`src/rtl/rv32im_muldiv_pkg.sv`:
```
// Shared types for the RV32M multiply/divide unit: operation codes (RV32M funct3)
// and FSM state encoding.
package rv32im_muldiv_pkg;

   localparam int MD_OP_WIDTH = 3;

   typedef enum logic [MD_OP_WIDTH-1:0] {
      MD_MUL    = 3'd0,
      MD_MULH   = 3'd1,
      MD_MULHSU = 3'd2,
      MD_MULHU  = 3'd3,
      MD_DIV    = 3'd4,
      MD_DIVU   = 3'd5,
      MD_REM    = 3'd6,
      MD_REMU   = 3'd7
   } md_op_e;

   typedef enum logic [1:0] {
      ST_IDLE = 2'd0,
      ST_MUL  = 2'd1,
      ST_DIV  = 2'd2,
      ST_DONE = 2'd3
   } md_state_e;

endpackage

```
`src/rtl/rv32im_muldiv_if.sv`:
```
// EX-stage request/response bundle between the pipeline (master) and the
// multiply/divide unit (slave).
interface rv32im_muldiv_if #(parameter int WIDTH = 32) ();

   logic                                        i_valid;
   logic [rv32im_muldiv_pkg::MD_OP_WIDTH-1:0]   i_md_op;
   logic [WIDTH-1:0]                            i_rs1_data;
   logic [WIDTH-1:0]                            i_rs2_data;
   logic                                        i_flush;
   logic                                        o_ready;
   logic                                        o_busy;
   logic                                        o_valid;
   logic [WIDTH-1:0]                            o_result;

   modport master (
      output i_valid, i_md_op, i_rs1_data, i_rs2_data, i_flush,
      input  o_ready, o_busy, o_valid, o_result
   );

   modport slave (
      input  i_valid, i_md_op, i_rs1_data, i_rs2_data, i_flush,
      output o_ready, o_busy, o_valid, o_result
   );

endinterface

```
`src/rtl/rv32im_divider.sv`:
```
// Unsigned radix-2 restoring divider, one quotient bit per cycle. o_done marks the
// final iteration; o_quotient/o_remainder are that iteration's results.
module rv32im_divider #(parameter int WIDTH = 32) (
   input  logic             i_clk,
   input  logic             i_rst_n,
   input  logic             i_start,
   input  logic             i_abort,
   input  logic [WIDTH-1:0] i_dividend,
   input  logic [WIDTH-1:0] i_divisor,
   output logic             o_done,
   output logic [WIDTH-1:0] o_quotient,
   output logic [WIDTH-1:0] o_remainder
);

   localparam int CNT_W = $clog2(WIDTH);
   localparam logic [CNT_W-1:0] LAST = CNT_W'(WIDTH - 1);

   logic [WIDTH-1:0] rem_q, rem_d, quo_q, quo_d, dvs_q, dvs_d;
   logic [CNT_W-1:0] cnt_q, cnt_d;
   logic             busy_q, busy_d;
   logic [WIDTH:0]   trial;
   logic             fits;
   logic [WIDTH-1:0] rem_step, quo_step;

   // Quotient register doubles as the dividend shifter: its MSB feeds the remainder.
   assign trial    = {rem_q, quo_q[WIDTH-1]} - {1'b0, dvs_q};
   assign fits     = ~trial[WIDTH];
   assign rem_step = fits ? trial[WIDTH-1:0] : {rem_q[WIDTH-2:0], quo_q[WIDTH-1]};
   assign quo_step = {quo_q[WIDTH-2:0], fits};

   assign o_done      = busy_q && (cnt_q == LAST);
   assign o_quotient  = quo_step;
   assign o_remainder = rem_step;

   always_comb begin
      rem_d  = rem_q;
      quo_d  = quo_q;
      dvs_d  = dvs_q;
      cnt_d  = cnt_q;
      busy_d = busy_q;
      if (i_abort) begin
         busy_d = 1'b0;
         cnt_d  = '0;
      end else if (i_start) begin
         rem_d  = '0;
         quo_d  = i_dividend;
         dvs_d  = i_divisor;
         cnt_d  = '0;
         busy_d = 1'b1;
      end else if (busy_q) begin
         rem_d = rem_step;
         quo_d = quo_step;
         if (cnt_q == LAST) begin
            busy_d = 1'b0;
            cnt_d  = '0;
         end else begin
            cnt_d = cnt_q + CNT_W'(1);
         end
      end
   end

   always_ff @(posedge i_clk or negedge i_rst_n) begin
      if (!i_rst_n) begin
         rem_q  <= '0;
         quo_q  <= '0;
         dvs_q  <= '0;
         cnt_q  <= '0;
         busy_q <= 1'b0;
      end else begin
         rem_q  <= rem_d;
         quo_q  <= quo_d;
         dvs_q  <= dvs_d;
         cnt_q  <= cnt_d;
         busy_q <= busy_d;
      end
   end

endmodule

```
`src/rtl/rv32im_muldiv.sv`:
```
// RV32M execute unit: 2-cycle multiply, 33-cycle iterative divide/remainder,
// 1-cycle divide special cases; stalls EX while an operation is in flight.
//
//   state   | meaning
//   IDLE    | ready; accepts a request when i_valid & ~i_flush
//   MUL     | operands registered, product computed and captured
//   DIV     | divider iterating, one quotient bit per cycle
//   DONE    | o_valid pulse, o_result freshly updated
module rv32im_muldiv
   import rv32im_muldiv_pkg::*;
#(parameter int WIDTH = 32) (
   input  logic            i_clk,
   input  logic            i_rst_n,
   rv32im_muldiv_if.slave  md
);

   localparam logic [WIDTH-1:0] MIN_NEG = {1'b1, {(WIDTH-1){1'b0}}};

   md_state_e          state_q, state_d;
   md_op_e             op_q, op_d;
   logic               neg_q, neg_d;
   logic [2*WIDTH-1:0] mul_a_q, mul_a_d, mul_b_q, mul_b_d;
   logic [WIDTH-1:0]   result_q, result_d;

   logic               accept, div_signed, rs1_neg, rs2_neg, div_zero, div_ovf;
   logic               a_signed, b_signed, div_start, div_done;
   logic [WIDTH-1:0]   dvd_mag, dvs_mag, div_quo, div_rem, div_res;
   logic [2*WIDTH-1:0] product;

   assign accept     = (state_q == ST_IDLE) && md.i_valid && !md.i_flush;
   assign div_signed = !md.i_md_op[0];
   assign rs1_neg    = div_signed && md.i_rs1_data[WIDTH-1];
   assign rs2_neg    = div_signed && md.i_rs2_data[WIDTH-1];
   assign dvd_mag    = rs1_neg ? -md.i_rs1_data : md.i_rs1_data;
   assign dvs_mag    = rs2_neg ? -md.i_rs2_data : md.i_rs2_data;
   assign div_zero   = (md.i_rs2_data == '0);
   assign div_ovf    = div_signed && (md.i_rs1_data == MIN_NEG) && (md.i_rs2_data == '1);
   assign a_signed   = (md.i_md_op == MD_MULH) || (md.i_md_op == MD_MULHSU);
   assign b_signed   = (md.i_md_op == MD_MULH);

   // Operands are pre-extended to 2*WIDTH so one modulo-2^64 multiply covers all signednesses.
   assign product = mul_a_q * mul_b_q;
   assign div_res = op_q[1] ? (neg_q ? -div_rem : div_rem)
                            : (neg_q ? -div_quo : div_quo);

   assign md.o_ready  = (state_q == ST_IDLE);
   assign md.o_busy   = accept || (state_q == ST_MUL) || (state_q == ST_DIV);
   assign md.o_valid  = (state_q == ST_DONE);
   assign md.o_result = result_q;

   always_comb begin
      state_d   = state_q;
      op_d      = op_q;
      neg_d     = neg_q;
      mul_a_d   = mul_a_q;
      mul_b_d   = mul_b_q;
      result_d  = result_q;
      div_start = 1'b0;
      if (md.i_flush) begin
         state_d = ST_IDLE;
      end else begin
         case (state_q)
            ST_IDLE: begin
               if (accept) begin
                  op_d = md_op_e'(md.i_md_op);
                  if (!md.i_md_op[2]) begin
                     mul_a_d = {{WIDTH{a_signed && md.i_rs1_data[WIDTH-1]}}, md.i_rs1_data};
                     mul_b_d = {{WIDTH{b_signed && md.i_rs2_data[WIDTH-1]}}, md.i_rs2_data};
                     state_d = ST_MUL;
                  end else if (div_zero) begin
                     result_d = md.i_md_op[1] ? md.i_rs1_data : '1;
                     state_d  = ST_DONE;
                  end else if (div_ovf) begin
                     result_d = md.i_md_op[1] ? '0 : MIN_NEG;
                     state_d  = ST_DONE;
                  end else begin
                     neg_d     = md.i_md_op[1] ? rs1_neg : (rs1_neg ^ rs2_neg);
                     div_start = 1'b1;
                     state_d   = ST_DIV;
                  end
               end
            end
            ST_MUL: begin
               result_d = (op_q == MD_MUL) ? product[WIDTH-1:0] : product[2*WIDTH-1:WIDTH];
               state_d  = ST_DONE;
            end
            ST_DIV: begin
               if (div_done) begin
                  result_d = div_res;
                  state_d  = ST_DONE;
               end
            end
            ST_DONE: state_d = ST_IDLE;
         endcase
      end
   end

   always_ff @(posedge i_clk or negedge i_rst_n) begin
      if (!i_rst_n) begin
         state_q  <= ST_IDLE;
         op_q     <= MD_MUL;
         neg_q    <= 1'b0;
         mul_a_q  <= '0;
         mul_b_q  <= '0;
         result_q <= '0;
      end else begin
         state_q  <= state_d;
         op_q     <= op_d;
         neg_q    <= neg_d;
         mul_a_q  <= mul_a_d;
         mul_b_q  <= mul_b_d;
         result_q <= result_d;
      end
   end

   rv32im_divider #(.WIDTH(WIDTH)) u_divider (
      .i_clk       (i_clk),
      .i_rst_n     (i_rst_n),
      .i_start     (div_start),
      .i_abort     (md.i_flush),
      .i_dividend  (dvd_mag),
      .i_divisor   (dvs_mag),
      .o_done      (div_done),
      .o_quotient  (div_quo),
      .o_remainder (div_rem)
   );

endmodule

```
`src/flat_wrapper.sv`:
```
// flat-port wrapper written by rule: the top's interface ports become plain ports
module rv32im_muldiv_flat import rv32im_muldiv_pkg::*;
#(parameter int WIDTH = 32)
  (i_clk, i_rst_n, md_i_valid, md_i_md_op, md_i_rs1_data, md_i_rs2_data, md_i_flush, md_o_ready, md_o_busy, md_o_valid, md_o_result);
  rv32im_muldiv_if #(.WIDTH(WIDTH)) md_i ();
  input  logic i_clk;
  input  logic i_rst_n;
  input wire logic [$bits(md_i.i_valid)-1:0] md_i_valid;
  input wire logic [$bits(md_i.i_md_op)-1:0] md_i_md_op;
  input wire logic [$bits(md_i.i_rs1_data)-1:0] md_i_rs1_data;
  input wire logic [$bits(md_i.i_rs2_data)-1:0] md_i_rs2_data;
  input wire logic [$bits(md_i.i_flush)-1:0] md_i_flush;
  output wire logic [$bits(md_i.o_ready)-1:0] md_o_ready;
  output wire logic [$bits(md_i.o_busy)-1:0] md_o_busy;
  output wire logic [$bits(md_i.o_valid)-1:0] md_o_valid;
  output wire logic [$bits(md_i.o_result)-1:0] md_o_result;
  assign md_i.i_valid = md_i_valid;
  assign md_i.i_md_op = md_i_md_op;
  assign md_i.i_rs1_data = md_i_rs1_data;
  assign md_i.i_rs2_data = md_i_rs2_data;
  assign md_i.i_flush = md_i_flush;
  assign md_o_ready = md_i.o_ready;
  assign md_o_busy = md_i.o_busy;
  assign md_o_valid = md_i.o_valid;
  assign md_o_result = md_i.o_result;
  rv32im_muldiv #(.WIDTH(WIDTH)) u_core (.i_clk(i_clk), .i_rst_n(i_rst_n), .md(md_i));
endmodule
```
`config.mk`:
```
export PLATFORM = sky130hd
export DESIGN_NAME = rv32im_muldiv_flat
export DESIGN_NICKNAME = d
export VERILOG_FILES = /design/src/rtl/rv32im_muldiv_pkg.sv /design/src/rtl/rv32im_muldiv_if.sv /design/src/rtl/rv32im_divider.sv /design/src/rtl/rv32im_muldiv.sv /design/src/flat_wrapper.sv
export SDC_FILE = /design/constraint.sdc
export NUM_CORES = 2
export LEC_CHECK = 0
export CORE_MARGIN = 2
export CORE_UTILIZATION = 66
export DETAILED_ROUTE_END_ITERATION = 16
export PLACE_DENSITY = 0.9
export SYNTH_ARGS = -nofsm -noshare
export SYNTH_HDL_FRONTEND = slang
export SYNTH_SLANG_ARGS = --single-unit
```
`constraint.sdc`:
```
create_clock -name i_clk -period 10.27 [get_ports i_clk]
set_input_delay 2.5675 -clock i_clk [delete_from_list [all_inputs] [get_ports i_clk]]
set_output_delay 2.5675 -clock i_clk [all_outputs]
set_load 0.05 [all_outputs]
```
Word level (Yosys, flattened, before mapping)
Cells that the tools add are included.
{ "classes": {"muxes": 41, "reduce_logical": 27, "addsub": 6, "bitwise": 6, "n_eq_ne": 14, "n_mul": 1} }
{ "ops": {"columns": ["cell", "count"], "rows": [
  ["$mux W32", 18],
  ["$neg A32 Y32", 4],
  ["$pmux W32 S3", 1],
  ["$eq A32 B32 Y1 const B", 2],
  ["$mul A33 B33 Y64", 1],
  ["$sub A33 B32 Y33", 1],
  ["$logic_not A32 Y1", 1],
  ["$mux W5", 4],
  ["$mux W1", 12],
  ["$reduce_and A6 Y1", 2],
  ["$mux W2", 5],
  ["$logic_and A1 B1 Y1", 9],
  ["$pmux W2 S4", 1],
  ["$ne A3 B2 Y1 const B", 2],
  ["$reduce_and A2 Y1", 3],
  ["$reduce_bool A3 Y1", 2],
  ["$add A5 B1 Y5 const B", 1],
  ["$eq A5 B5 Y1 const B", 1],
  ["$not A1 Y1", 5],
  ["$eq A2 B2 Y1 const B", 2],
  ["$ne A2 B1 Y1 const B", 2],
  ["$reduce_and A4 Y1", 1],
  ["$eq A3 B1 Y1 const B", 1],
  ["$eq A3 B2 Y1 const B", 1],
  ["other kinds (10)", 13]
]} }
{ "totals": {"out_inout_bits": 35, "inputBits": 71, "word_cells": 106, "register_bits": 206} }

Depth between registers and ports, before layout
{ "logic_depth": {"depth_word": 11, "depth_mapped": 31, "mapped_depth_nobuf": 29} }

By module
A second synthesis with hierarchy kept.
{ "hier_totals": {"cells_unflattened": 5998, "hier_area_um2": 53613.9} }
{ "modules_own_cells": {"columns": ["mod", "area_per_inst_um2", "cells_per_inst", "instances", "seq_area_each_um2"], "rows": [
  ["rv32im_muldiv", 46403.3, 5161, 1, 2602.5],
  ["rv32im_divider", 7210.7, 837, 1, 2552.4]
]} }

Worst setup path after synthesis
OpenSTA, ideal clock, no wires.
{ "synth_path": {"path_type": "flip-flop to flip-flop", "startpoint": "register u_core.mul_a_q[32]", "endpoint": "register u_core.result_q[27] (netlist: u_core.md.o_result[27])", "required_ps": 10154, "path_buffers": 2, "path_slack_ps": 2275, "arrival_time_ps": 7879, "synth_period_minus_slack_ps": 7995, "path_stages_with_launch": 31, "setup_time_ps": 116, "cell_sequence": "dfrtp_1 clkbuf_1 nand2_1 inv_1 fa_1 inv_1 fa_1 inv_1 fa_1 inv_1 fa_1 inv_1 fa_1 fa_1 fa_1 inv_1 fa_1 inv_1 ha_1 clkbuf_1 a21o_1 a21oi_1 o211ai_1 or3_1 o21bai_1 o21ai_0 a221o_1 a21o_1 a21oi_1 xor2_1 o311ai_0"} }
{ "synth_between": {"elab_chain_len": 3} }
{ "synth_rtl": {"columns": ["item", "line", "text"], "rows": [
  ["start, declared", "rv32im_muldiv.sv:22", "logic [2*WIDTH-1:0] mul_a_q, mul_a_d, mul_b_q, mul_b_d;"],
  ["start signal, assigned", "rv32im_muldiv.sv:110", "mul_a_q <= mul_a_d;"],
  ["$mul A33 B33 Y64", "rv32im_muldiv.sv:42", "assign product = mul_a_q * mul_b_q;"],
  ["$mux W32", "rv32im_muldiv.sv:84", "result_d = (op_q == MD_MUL) ? product[WIDTH-1:0] : product[2*WIDTH-1:WIDTH];"],
  ["$pmux W32 S3", "rv32im_muldiv.sv:62", "case (state_q)"],
  ["end signal, assigned", "rv32im_muldiv.sv:112", "result_q <= result_d;"],
  ["end, declared", "rv32im_muldiv.sv:23", "logic [WIDTH-1:0] result_q, result_d;"]
]} }
Every way passes these cells.
A chain may end at the register's enable or synchronous reset.

Worst setup path in the final report
{ "layout_path": {"startpoint": "register u_core.mul_b_q[12]", "endpoint": "register u_core.result_q[26] (netlist: u_core.md.o_result[26])"} }
{ "layout_between": {"elab_chain_len": 3} }
{ "layout_rtl": {"columns": ["item", "line", "text"], "rows": [
  ["start, declared", "rv32im_muldiv.sv:22", null],
  ["start signal, assigned", "rv32im_muldiv.sv:111", "mul_b_q <= mul_b_d;"],
  ["$mul A33 B33 Y64", "rv32im_muldiv.sv:42", null],
  ["$mux W32", "rv32im_muldiv.sv:84", null],
  ["$pmux W32 S3", "rv32im_muldiv.sv:62", null]
]} }
Every way passes these cells.

==> out/metrics.yaml <==
outcome: "finished, final reports clean"
min_period_over_period_pct: 94.8
synth_nets: 7474
hold_buffers: 0
wl_um: 172000
htreeDepth: 1
dieHeight_um: 289
antenna_found_initial: 9
die_area_um2: 83800
finalSetupViolCount: 0
start_util_pct: 66.8
critPathLaunchType: "flop"
clock_skew_ns: 0.0329
hp-class: "reg2reg"
cts_sinks: 206
die_w_um: 289
num_vias: 44300
path_class: "reg2reg"
min_to: "u_core.md.o_result[16]$_DFFE_PN0P_"
dpl.hpwl_um: 136000
grt_setup_unrepaired: "false"
min_period_ns: 9.73
post_cts_buffers: 0
synthArstFlopShare_pct: 100
worstHoldPathCells: 2
r2r_slack_ns: 0.54
core_area_um2: 80500
drc: 0
clock_latency_ns: 0.58
synth_cells: 6022
first_iter_violations: 5158
ys_ff_latch: 206
cpPeakStageDelay_ns: 1.30
cp.arrival_ns: 10.14
syn_to_final_growth_pct: 4.98
final_hold_viol_count: 0
crit_path_frequent_cell: "fa_1"
cap_violations: 0
numCtsBuffers: 25
vias_per_cell: 6.34
ioPinCount: 106
rows: 104
grt_pass1_vias: 47300
synth-edff-count: 0
cts_resized: 0
gp_congestion: 1.04
cp-end-kind: "flop"
cts_tree: "done"
reg2reg_to: "u_core.md.o_result[26]$_DFFE_PN0P_"
port_buffers: 105
grt_max_degree: 105
fmax_ghz: 0.103
yosysSeqAreaShare_pct: 9.58
final_util_pct: 70.1
crit_required_ns: 10.68
cp_slowest_cell: "dfrtp_1"
grt_use_total_pct: 42.4
dr.pass1.iters: 7
yosysUniqueCellTypes: 91
cts-root-buf: "clkbuf_16"
drive_gt1_share_pct: 4.31
tns_ns: 0
syn_area_um2: 53800
layout_common_cells: "inv_1 (1192), fa_1 (1126), nand2_1 (772)"
worstPathMaxFanout: 34
min_from: "u_core.md.o_result[16]$_DFFE_PN0P_"
clk_path_buf_depth: 3
finalMaxSlewViolations: 0
layout_commonest_cell: "inv_1"
yosysWarningCount: 0
clkTransAtPathRegs_ns: 0.07
syn_area_per_cell_um2: 8.93
fin_nets: 7352
ant_nets: 0
r2r-start: "u_core.mul_b_q[12]$_DFFE_PN0P_"
wl_per_cell_um: 24.6
grt_remaining_overflow: 0
worstRegToRegCells: 28
grt_pass1_wl_um: 267000
slew-limit-headroom_pct: 0.640
tightest_slew_ns: 1.49
synth_ff_type: "dfrtp_1"
[area by class of cell]
class	count	area (um^2)
Timing Repair Buffer	197	1760
Clock inverter	12	159
Tap cell	1060	1330
Multi-Input combinational cell	4276	42800
Inverter	1194	4480
Fill cell	5788	24100
Sequential cell	206	5160
Antenna cell	3	7.51
Clock buffer	34	719
[synthesized netlist by cell type, types with 10 or more instances]
cell type  number  area (um^2)
nand2b_1       26          163
or3_1          33          206
o31a_1         14          123
a21o_1         62          465
nand2_1       773         2900
inv_1        1192         4470
o2111ai_1      12          105
nand4_1        33          206
o21ai_0       188          941
nor2b_1        43          269
a211o_1        13          114
nor4_1         22          138
nand3_1        53          265
fa_1         1126        22500
or4_1          12         90.1
mux2i_1        37          370
and3_1         22          138
clkbuf_1      322         1210
and2_1        550         3440
dfrtp_1       206         5150
nor2_1        151          567
ha_1          255         3190
a211oi_1       37          278
xnor2_1       103          902
o21bai_1       14          105
mux2_2         72          811
nor3_1         51          255
buf_1          13         48.8
o31ai_1        58          435
nor3b_1        11         82.6
a21oi_1       168          841
or2_2          10         62.6
xor2_1         69          604
a31oi_1        37          231
o21a_1         24          180
a221oi_1       11         96.3
o211ai_1       29          218
[worst max-delay path: cells and delay by family (launching register included)]
family	cells	cell delay, ns
adders and majority gates	9	4.36
AOI/OAI and AO/OA	9	2.82
DFF	1	1.30
and+or+nand+nor	2	0.45
buffers and inverters	7	0.42
xor gates and xnor gates	1	0.13
[worst max-delay path by stage]
stage	from	end	slack, ns	cells past startpoint
2_1_floorplan	u_core.mul_a_q[32]$_DFFE_PN0P_	u_core.md.o_result[27]$_DFFE_PN0P_	2.28	30
3_3_place_gp	u_core.mul_b_q[6]$_DFFE_PN0P_	u_core.md.o_result[27]$_DFFE_PN0P_	1.30	27
3_5_place_dp	u_core.mul_b_q[3]$_DFFE_PN0P_	u_core.md.o_result[26]$_DFFE_PN0P_	0.91	23
4_1_cts	u_core.mul_b_q[3]$_DFFE_PN0P_	u_core.md.o_result[26]$_DFFE_PN0P_	0.81	23
5_1_grt	u_core.mul_b_q[3]$_DFFE_PN0P_	u_core.md.o_result[26]$_DFFE_PN0P_	0.29	23
6_report	u_core.mul_b_q[12]$_DFFE_PN0P_	u_core.md.o_result[26]$_DFFE_PN0P_	0.54	28
[flip-flops by register name, summed over array words and instances, names as in the netlist]
name,count
u_core.u_divider.cnt_q,5
u_core.neg_q,1
u_core.u_divider.dvs_q,32
u_core.op_q,3
u_core.state_q,2
u_core.md.o_result,32
u_core.u_divider.rem_q,32
u_core.u_divider.quo_q,32
u_core.mul_b_q,33
u_core.u_divider.busy_q,1
u_core.mul_a_q,33
[cells by family (layout without fill, tap and decap cells)]
family / count (synthesis) / count (layout) / share of synthesized area [%]
and+or+nand+nor: 1820 / 1820 / 16.9
other: 0 / 3 / 0
muxes: 109 / 109 / 2.20
AOI/OAI and AO/OA: 794 / 794 / 9.91
xor gates and xnor gates: 172 / 172 / 2.80
buffers and inverters: 1540 / 1437 / 10.8
adders and majority gates: 1381 / 1381 / 47.8
DFF: 206 / 206 / 9.58
[metal layers]
layer | vias up | track usage, % | wire length (um)
li1 | 18400 | - | -
met1 | 22100 | 53.3 | 59300
met2 | 2979 | 65.3 | 77700
met3 | 825 | 10.1 | 20000
met4 | 8 | 29.0 | 14900
met5 | - | 0 | 55
[through the flow]
step,setup WS [ns],instance area (um^2),hold slack (ns),cells
after floorplan,2.28,53800,0.450,6022
after global placement,1.30,55600,0.460,6933
after detailed placement,0.912,55600,0.471,6933
after CTS,0.808,56500,0.486,6979
after global routing,0.293,56500,0.508,6979
final,0.538,56500,0.483,6982
Power is left out: the tool's default activity adds up to more than one toggle a clock period on the data nets, which glitch-free logic cannot reach.
